File: config.mk
export PLATFORM = sky130hd
export DESIGN_NAME = hazard_scoreboard
export DESIGN_NICKNAME = d
export VERILOG_FILES = /design/src/rtl/hazard_pkg.sv /design/src/rtl/hazard_match.sv /design/src/rtl/hazard_scoreboard.sv
export SDC_FILE = /design/constraint.sdc
export NUM_CORES = 1
export LEC_CHECK = 0
export BUFFER_PORTS_ARGS = -buffer_cell sky130_fd_sc_hd__buf_2
export CAP_MARGIN = 10
export CORE_UTILIZATION = 33
export CTS_BUF_LIST = sky130_fd_sc_hd__clkbuf_4 sky130_fd_sc_hd__clkbuf_8 sky130_fd_sc_hd__clkbuf_16
export DETAILED_ROUTE_END_ITERATION = 10
export PLACE_DENSITY_LB_ADDON = 0.2
export SLEW_MARGIN = 20
export SYNTH_ARGS = -nofsm -noshare
export SYNTH_HDL_FRONTEND = slang
export SYNTH_HIERARCHICAL = 1
export SYNTH_SLANG_ARGS = --single-unit
File: constraint.sdc
create_clock -name clk -period 3.2 [get_ports clk]
set_input_delay 0.48 -clock clk [delete_from_list [all_inputs] [get_ports clk]]
set_output_delay 0.48 -clock clk [all_outputs]
set_load 0.005 [all_outputs]
File: src/rtl/hazard_pkg.sv
// Shared types for the hazard scoreboard: one tracked pipeline entry and its readiness rule.
package hazard_pkg;

    // Entry fields are sized for the deepest supported pipeline so every instance shares one type.
    localparam int SB_MAX_DEPTH = 16;
    localparam int LAT_W        = $clog2(SB_MAX_DEPTH);
    localparam int SB_REG_W     = 5;

    typedef struct packed {
        logic                valid;
        logic [SB_REG_W-1:0] rd;
        logic [LAT_W-1:0]    lat;
    } sb_entry_t;

    // A result leaving stage k is usable once k has reached the producer's latency.
    function automatic logic is_ready(input int unsigned k, input logic [LAT_W-1:0] lat);
        return k >= 32'(lat);
    endfunction

endpackage

File: src/rtl/hazard_match.sv
// Per-operand lookup: finds the youngest in-flight producer of src and reports
// whether its result can be forwarded yet.
module hazard_match
    import hazard_pkg::*;
#(
    parameter int DEPTH  = 2,
    parameter int REG_W  = 5,
    parameter int DATA_W = 32
) (
    input  logic [REG_W-1:0]        src_i,
    input  sb_entry_t [DEPTH-1:0]   entries_i,
    input  logic [DEPTH*DATA_W-1:0] stage_data_i,
    output logic                    hit_ready_o,
    output logic                    hit_unready_o,
    output logic [DATA_W-1:0]       data_o
);

    logic [SB_REG_W-1:0] src_ext;
    assign src_ext = SB_REG_W'(src_i);

    // Scan oldest to youngest so the youngest match overwrites any older one,
    // including an older ready match hidden behind a younger unready producer.
    always_comb begin
        hit_ready_o   = 1'b0;
        hit_unready_o = 1'b0;
        data_o        = '0;
        for (int k = DEPTH - 1; k >= 0; k--) begin
            if (src_ext != '0 && entries_i[k].valid && entries_i[k].rd == src_ext) begin
                if (is_ready(unsigned'(k), entries_i[k].lat)) begin
                    hit_ready_o   = 1'b1;
                    hit_unready_o = 1'b0;
                    data_o        = stage_data_i[k*DATA_W +: DATA_W];
                end else begin
                    hit_ready_o   = 1'b0;
                    hit_unready_o = 1'b1;
                    data_o        = '0;
                end
            end
        end
    end

endmodule

File: src/rtl/hazard_scoreboard.sv
// Hazard/forwarding unit: tracks destination registers of DEPTH post-decode stages,
// forwards ready results to decode and stalls F/D on unready producers or memory hold.
module hazard_scoreboard
    import hazard_pkg::*;
#(
    parameter int DEPTH    = 2,
    parameter int LOAD_LAT = 1,
    parameter int REG_W    = 5,
    parameter int DATA_W   = 32,
    parameter int STAT_W   = 16
) (
    input  logic                    clk,
    input  logic                    reset,
    input  logic                    issue_valid_i,
    input  logic                    flush_i,
    input  logic [REG_W-1:0]        rs_i,
    input  logic [REG_W-1:0]        rt_i,
    input  logic [REG_W-1:0]        rd_i,
    input  logic                    is_load_i,
    input  logic                    mem_wait_i,
    input  logic [DEPTH*DATA_W-1:0] stage_data_i,
    output logic                    stall_o,
    output logic                    fwd_s_en_o,
    output logic [DATA_W-1:0]       fwd_s_data_o,
    output logic                    fwd_t_en_o,
    output logic [DATA_W-1:0]       fwd_t_data_o,
    output logic [STAT_W-1:0]       stall_cnt_o,
    output logic [DEPTH-1:0]        dbg_valid_o
);

    if (DEPTH < 1 || DEPTH > SB_MAX_DEPTH) begin : g_bad_depth
        $error("hazard_scoreboard: DEPTH out of range");
    end
    if (LOAD_LAT < 0 || LOAD_LAT >= DEPTH) begin : g_bad_lat
        $error("hazard_scoreboard: LOAD_LAT must be below DEPTH");
    end
    if (REG_W > SB_REG_W) begin : g_bad_regw
        $error("hazard_scoreboard: REG_W wider than entry rd field");
    end

    sb_entry_t [DEPTH-1:0] entry_q, entry_d;
    sb_entry_t             new_entry;
    logic [STAT_W-1:0]     stall_cnt_q, stall_cnt_d;

    logic                  s_ready, s_unready, t_ready, t_unready;
    logic [DATA_W-1:0]     s_data, t_data;
    logic                  hazard, hazard_stall, stall_raw;

    hazard_match #(.DEPTH(DEPTH), .REG_W(REG_W), .DATA_W(DATA_W)) u_match_s (
        .src_i        (rs_i),
        .entries_i    (entry_q),
        .stage_data_i (stage_data_i),
        .hit_ready_o  (s_ready),
        .hit_unready_o(s_unready),
        .data_o       (s_data)
    );

    hazard_match #(.DEPTH(DEPTH), .REG_W(REG_W), .DATA_W(DATA_W)) u_match_t (
        .src_i        (rt_i),
        .entries_i    (entry_q),
        .stage_data_i (stage_data_i),
        .hit_ready_o  (t_ready),
        .hit_unready_o(t_unready),
        .data_o       (t_data)
    );

    // A flushed slot never needs its operands, so it cannot cause a hazard stall.
    assign hazard       = s_unready | t_unready;
    assign hazard_stall = hazard & issue_valid_i & ~flush_i;
    assign stall_raw    = mem_wait_i | hazard_stall;

    always_comb begin
        new_entry.valid = (rd_i != '0);
        new_entry.rd    = SB_REG_W'(rd_i);
        new_entry.lat   = is_load_i ? LAT_W'(LOAD_LAT) : '0;
    end

    always_comb begin
        entry_d = entry_q;
        if (!mem_wait_i) begin
            for (int k = 1; k < DEPTH; k++) begin
                entry_d[k] = entry_q[k-1];
            end
            entry_d[0] = (hazard_stall || flush_i || !issue_valid_i) ? '0 : new_entry;
        end
    end

    always_comb begin
        stall_cnt_d = stall_cnt_q;
        if (stall_raw && stall_cnt_q != '1) begin
            stall_cnt_d = stall_cnt_q + 1'b1;
        end
    end

    always_ff @(posedge clk) begin
        if (reset) begin
            entry_q     <= '0;
            stall_cnt_q <= '0;
        end else begin
            entry_q     <= entry_d;
            stall_cnt_q <= stall_cnt_d;
        end
    end

    // Decode-facing outputs are quiet while reset is held.
    assign stall_o      = ~reset & stall_raw;
    assign fwd_s_en_o   = ~reset & s_ready;
    assign fwd_t_en_o   = ~reset & t_ready;
    assign fwd_s_data_o = reset ? '0 : s_data;
    assign fwd_t_data_o = reset ? '0 : t_data;
    assign stall_cnt_o  = stall_cnt_q;

    for (genvar k = 0; k < DEPTH; k++) begin : g_dbg
        assign dbg_valid_o[k] = entry_q[k].valid;
    end

endmodule
==> results, run 1 <==
- The run finished with clean final reports.
- The arrival time of the worst setup path is between 2 and 3 ns.
- The warning count from the yosys run is 6.
- The total area inside the core boundary comes to between 0.009 and 0.01 mm^2.
- The post-detailed-route DRC marker count is 0.
- Buffers added to address setup during post-CTS repair amount to 0.
- The area growth from synthesis to layout is 33.6%.
- The instance area at placement is about 0.0042 mm^2.
- The cell that appears most often on the critical path is buf_2.
- The number of buffers between clock root and the deepest sink is 2.
- Clock-pin slew was measured on the worst setup and hold paths at ~0.070 ns.
- The gate count of the mapped netlist is between 300 and 400.
- Together, buffers and inverters on the worst path number 2.
- The slew of the pin with the lowest slew margin is 1.02 ns.
- In this run the power density over the cells is a little under 200 mW/mm^2.
- The first-pass GRT wire length is around 16 mm.
- The maximum ir drop on the vdd rail is ~0.21 mV.
- In this run the core area contains 35 standard-cell rows.
- The kind of start point of the critical path is an input port.
- Measured along the y axis, the die boundary spans 100 um.
- The total area of multi-input combinational cells is ~0.0024 mm^2.
- For this run, the top clock speed supported by timing is 323 MHz.
- The portion of total power attributed to combinational logic is 0.198.
- The sequential cell area is 581 um^2.
- After routing, the total negative slack on setup checks comes to 0 ns.
- The worst path in the final design needs a cycle of 3.10 ns, including I/O delays and setup.
- The number of global-route vias before repair was around 3,200.
- In this run the worst path has a maximum fanout of 24.
- For this design the static power due to leakage is a little over 2 nW.
- For this configuration, the core starts out at a cell density of 0.343.
- The cell at the root of the clock tree is clkbuf_8.
- The path class of the tightest hold or removal check is input port to register.
- Once detail routing completed, the nets flagged for antenna violations numbered 0.
- For this run, the post-layout net count is approximately 640.
- The final standard cell utilization of the core is 0.458.
- Setup repair after global routing left no endpoint under its margin.
- The cell family with the largest share of critical-path delay is simple AND/OR/NAND/NOR gates.
- The total wire length after detailed routing is between 10 and 15 mm.
- The total of max-cap violations is 0.
- The internal portion of the total power is 0.588 mW.
- The overall track demand over capacity in global routing is 0.195.
- 170 I/O pins were placed.
- The number of antenna violations at the first check in global routing is 1.
- The later pin in the worst-skew pair is clocked with a latency of roughly 0.28 ns.
- The required time of the critical path is 2.72 ns.
- The final design instance area without fill is between 0.004 and 0.005 mm^2.
- The number of filler cells placed in the layout is approximately 960.
- For this run, the detailed router's first-pass iteration total came to 4.
- Dividing the detail-routed wire length by the instance count gives 15.4 um.
- For this block, the initial DRC count from the detailed router was 97.
- The critical path in this run is classified as input port to output pin.
- The number of gates given a new drive strength after cts is 0.
- The wire-length estimate of the detail-placed layout is between 7 and 8 mm.
- Traced cell by cell, the critical path runs through buf_2 > or4_4 > o211a_4 > and3_1 > a32o_1 > nor2b_1 > buf_2.
- For this design, the sink count on the clock tree is 29.
- In this run the horizontal extent of the chip is around 100 um.
- Summing over every cut layer, the via total after detailed routing is about 3,700.
- The post-synthesis cell area is approximately 0.0032 mm^2.
- The longest individual stage delay on the worst path is ~0.54 ns.
- Setup violations remaining at the end of the flow were counted as 0.
- Hold is met by 0.441 ns.
- The worst setup path is captured at an output pin.
- The slowest stage of the critical path is the or4_4 cell.
- The area enclosed by the die boundary is roughly 0.010 mm^2.
- The clock tree from TritonCTS is yes.
- The clock skew is around 0.011 ns.
- The H-tree generated during clock tree synthesis spans 2 levels.
- The antenna diode count is 0.
- The net switching component of the power is roughly 0.25 mW.
- The number of clock buffers inserted by TritonCTS is 5.
- The number of vias per cell is 5.40.
- For this run the aggregate overflow at the end of global routing stands at 0.
- In this run the tightest slew margin relative to its limit is 0.318.
- Of the total power, registers draw 0.447.
- At the end of routability-driven placement, the weighted congestion stood at ~0.8.
- Of the total power, the share spent switching nets is 0.297.
- The average footprint of a synthesized cell is just over 8 um^2.
- The number of port buffers is 169.
- The clock share of power is 0.355.
- Entering global routing, the biggest net connects around 100 pins.
- The ratio of cells with drive above 1 in the final layout is 0.428.
- The post-route clock period utilization is 0.968.
- The number of hold buffers added after CTS was 0.
- The number of failing hold endpoints at the final stage is 0.
- The final max-slew violation count is 0.
## area by class of cell
class	instances	area share
clock buffer	5	0.0162
sequential	29	0.136
multi-input combinational	330	0.573
timing repair buffer	184	0.231
tap	129	0.0379
inverter	1	0.000882
clock inverter	3	0.00412
## cell usage in the layout, fill, tap and decap left out, types with 11 or more instances in the layout
master / n
xnor2_1: 12
mux2i_1: 16
a21oi_1: 11
conb_1: 12
nor2b_1: 71
buf_2: 169
buf_4: 13
nor2_1: 21
nand2_1: 24
dfxtp_1: 29
a32o_2: 18
nand4_1: 15
a32o_1: 28
## worst min-delay path: stages
cell	delay, ns
buf_2	0.08
a22oi_1	0.05
nor2_1	0.08
## metrics by stage
step | total power, mW | cells | setup WS (ns)
2_1_floorplan | 0.452 | 396 | 0.216
3_3_place_gp | 0.543 | 673 | 0.193
3_5_place_dp | 0.546 | 673 | 0.175
4_1_cts | 0.843 | 681 | 0.164
5_1_grt | 0.871 | 681 | 0.0764
6_report | 0.836 | 681 | 0.103
## path summary, 6_finish.rpt
check	from	to	slack, ns	depth (start not counted)
min reg2reg	stall_cnt_o[6]	stall_cnt_o[6]	0.53	2
max reg2reg	entry_q[5]	stall_cnt_o[15]	0.44	9
min	rd_i[1]	entry_q[5]	0.44	3
max	rt_i[1]	fwd_t_data_o[0]	0.10	7
## state kept, by name (all words and copies together) (netlist names)
| signal | cells |
|---|---|
| entry_q | 11 |
| dbg_valid_o | 2 |
| stall_cnt_o | 16 |
## power groups by stage
stage                     logic [mW]  clock network, mW  registers, mW
after floorplan               0.0725                  0          0.380
after global placement         0.161                  0          0.381
after detailed placement       0.164                  0          0.382
after CTS                      0.165              0.304          0.374
after global routing           0.181              0.315          0.374
final                          0.166              0.297          0.374
## metal layers
| layer | share of wire | GRT usage |
|---|---|---|
| met5 | 0.0012 | 0 |
| met1 | 0.44 | 0.246 |
| met4 | 0.013 | 0.0535 |
| met3 | 0.071 | 0.0313 |
| met2 | 0.48 | 0.344 |
No activity file was read; power rests on OpenSTA's default activity.
==> inputs of run 2 (changes only) <==
==> constraint.sdc (replaced) <==
create_clock -name clk -period 3.2 [get_ports clk]
set_input_delay 0.16 -clock clk [delete_from_list [all_inputs] [get_ports clk]]
set_output_delay 0.16 -clock clk [all_outputs]
set_load 0.005 [all_outputs]
==> results, run 2 (synthesis results as in run 1) <==
- The count of placed standard cells in the final layout, fillers left out is between 600 and 700.
- The most common cell after layout, fill and taps aside is buf_2.
- The total of max-cap violations is 0.
- The cell at the root of the clock tree is clkbuf_8.
- The growth of design area from synthesis to finish is 32.5%.
- The number of iterations in the first detailed-routing pass is 4.
- Buffers placed on the I/O ports in this run total 169.
- The chip width is ~100 um.
- The longest individual stage delay on the worst path is roughly 0.40 ns.
- The number of global-route vias before repair is around 3,300.
- Together, buffers and inverters on the worst path number 0.
- Setup repair after global routing left no endpoint under its margin.
- The count of nets left with antenna violations once routing finished came out at 0.
- The arrival time of the worst setup path is ~2.8 ns.
- The violation count after the first detailed-routing iteration is 139.
- The flow ran to the end, and the final reports show no timing, DRC or antenna violations.
- Headroom to the max-slew limit came out at 0.522.
- The placer's final routability congestion estimate is about 0.85.
- The final max-slew violation count is 0.
- Of the available clock period, the critical path in the final layout requires 0.825.
- In this run the core area contains 35 standard-cell rows.
- The antenna diode count is 0.
- The maximum ir drop on the vdd rail is about 0.21 mV.
- The initial utilization of the core area, before any placement, comes to 0.343.
- The clock skew is 0.00618 ns.
- The first global-routing pass estimated 16.3 mm of wire.
- After layout, the design draws a total of 0.839 mW.
- The placed instance count is between 600 and 700.
- The total congestion overflow after global routing is 0.
- Measured along the y axis, the die boundary spans ~100 um.
- TritonCTS built the clock tree.
- The ratio of cells with drive above 1 in the final layout is 0.424.
- The number of buffers between clock root and the deepest sink is 2.
- The min-delay analysis places its worst path in the category input port to register.
- The worst-path cell with the longest stage delay is dfxtp_1.
- In the global route stage, overall resource usage came out at 0.199.
- After detailed routing, the number of remaining DRC violations is 0.
- The largest net degree at the start of global routing is 56.
- After floorplanning, the core was sized to cover about 0.0093 mm^2.
- In this run, post-CTS repair resized a total of 0 instances.
- The final layout net count is 635.
- The number of antenna violations at the first check in global routing is 1.
- The clock network latency to the later pin of the worst-skew pair is between 0.2 and 0.3 ns.
- The leakage power of the design is ~2 nW.
- Traced cell by cell, the critical path runs through xnor2_1 > nand4_1 > or2_1 > o22ai_1 > nor2_1 > o21ba_2 > nor4_1 > mux2_2.
- Dividing the detail-routed via count by the number of cells gives 5.38.
- For this design the top-level I/O count stands at 170.
- Counting the buffers created by CTS gives 5.
- The worst slack at placement is ~0.50 ns.
- The worst hold margin is ~0.13 ns.
- The routed length per instance is about 15 um.
- For this design the ratio of total power to cell area is between 150 and 200 mW/mm^2.
- The endpoint type of the worst setup path is a register.
- At the pin with the least slew margin, the transition time is 0.712 ns.
- The number of H-tree branching levels is 2.
- The number of failing hold endpoints at the final stage is 0.
- The area enclosed by the die boundary is ~0.01 mm^2.
- The cell family with the largest share of critical-path delay is simple AND/OR/NAND/NOR gates.
- For the worst setup path, the data required time is ~3.4 ns.
- Along the worst path, the maximum fanout reaches 26.
- The kind of start point of the critical path is a register.
- The CTS sink count is 29.
- The routed design could run at a clock period as short as 2.64 ns.
- In the layout the commonest cells are buf_2 (169), nor2b_1 (71), dfxtp_1 (29).
- The number of setup buffers added after CTS is 0.
- The number of buffers added to fix hold violations after cts is 0.
- Adding up every negative setup slack in the final design gives 0 ns.
- The worst setup path is of the register to register kind.
- The total wire length after detailed routing is between 10 and 15 mm.
- The achievable clock frequency is roughly 380 MHz.
- The worst register-to-register path has a setup slack of around 0.56 ns.
- The wire-length estimate of the detail-placed layout is 7.72 mm.
- The clock transition at the registers of the reported paths is roughly 0.06 ns.
- Setup slack on the critical path of the routed design comes to approximately 0.56 ns.
- The final setup violation count is 0.
- The number of flip-flops under the largest register name is 16.
- The via count of the routed design is approximately 3,700.
[run 2: cell types whose count changed in the layout (fill, tap and decap cells not counted)]
cell	before	now
buf_12	2	0
clkinv_2	2	0
clkbuf_4	0	1
clkbuf_8	5	6
clkinvlp_4	1	0
[run 2: tightest hold or removal path, cell delays in order]
cell and delay (ns):
buf_2 0.09, a22oi_1 0.05, nor2_1 0.07
[run 2: report_power, final]
| group | switching (mW) | internal, mW | leakage (nW) |
|---|---|---|---|
| Clock | 0.126 | 0.179 | 0.0477 |
| Combinational | 0.0911 | 0.0690 | 1.75 |
| Sequential | 0.00717 | 0.366 | 0.234 |
[run 2: final timing paths]
| kind | start | endpoint | depth (start not counted) |
|---|---|---|---|
| max reg2reg | entry_q[5] | stall_cnt_o[15] | 8 |
| min | rd_i[2] | entry_q[6] | 3 |
| max | entry_q[5] | stall_cnt_o[15] | 8 |
| min reg2reg | stall_cnt_o[6] | stall_cnt_o[6] | 2 |
[run 2: through the flow]
step | instance area [um^2] | utilization
2_1_floorplan | 3230 | -
3_3_place_gp | 4130 | 0.445
3_5_place_dp | 4130 | 0.445
4_1_cts | 4220 | 0.454
5_1_grt | 4220 | 0.454
6_report | 4220 | 0.454
[run 2: final cells by class]
type / count / area [um^2]
Inverter: 1 / 3.75
Timing Repair Buffer: 182 / 943
Fill cell: 963 / 5060
Tap cell: 129 / 161
Multi-Input combinational cell: 330 / 2440
Clock buffer: 7 / 90.1
Sequential cell: 29 / 581
[run 2: routing by layer]
| layer | track usage | vias to the layer above | routed length, um |
|---|---|---|---|
| met5 | 0 | - | 13 |
| met3 | 0.0355 | 8 | 769 |
| met4 | 0.0435 | 2 | 64 |
| met2 | 0.361 | 157 | 5060 |
| li1 | - | 1792 | - |
| met1 | 0.244 | 1692 | 4520 |
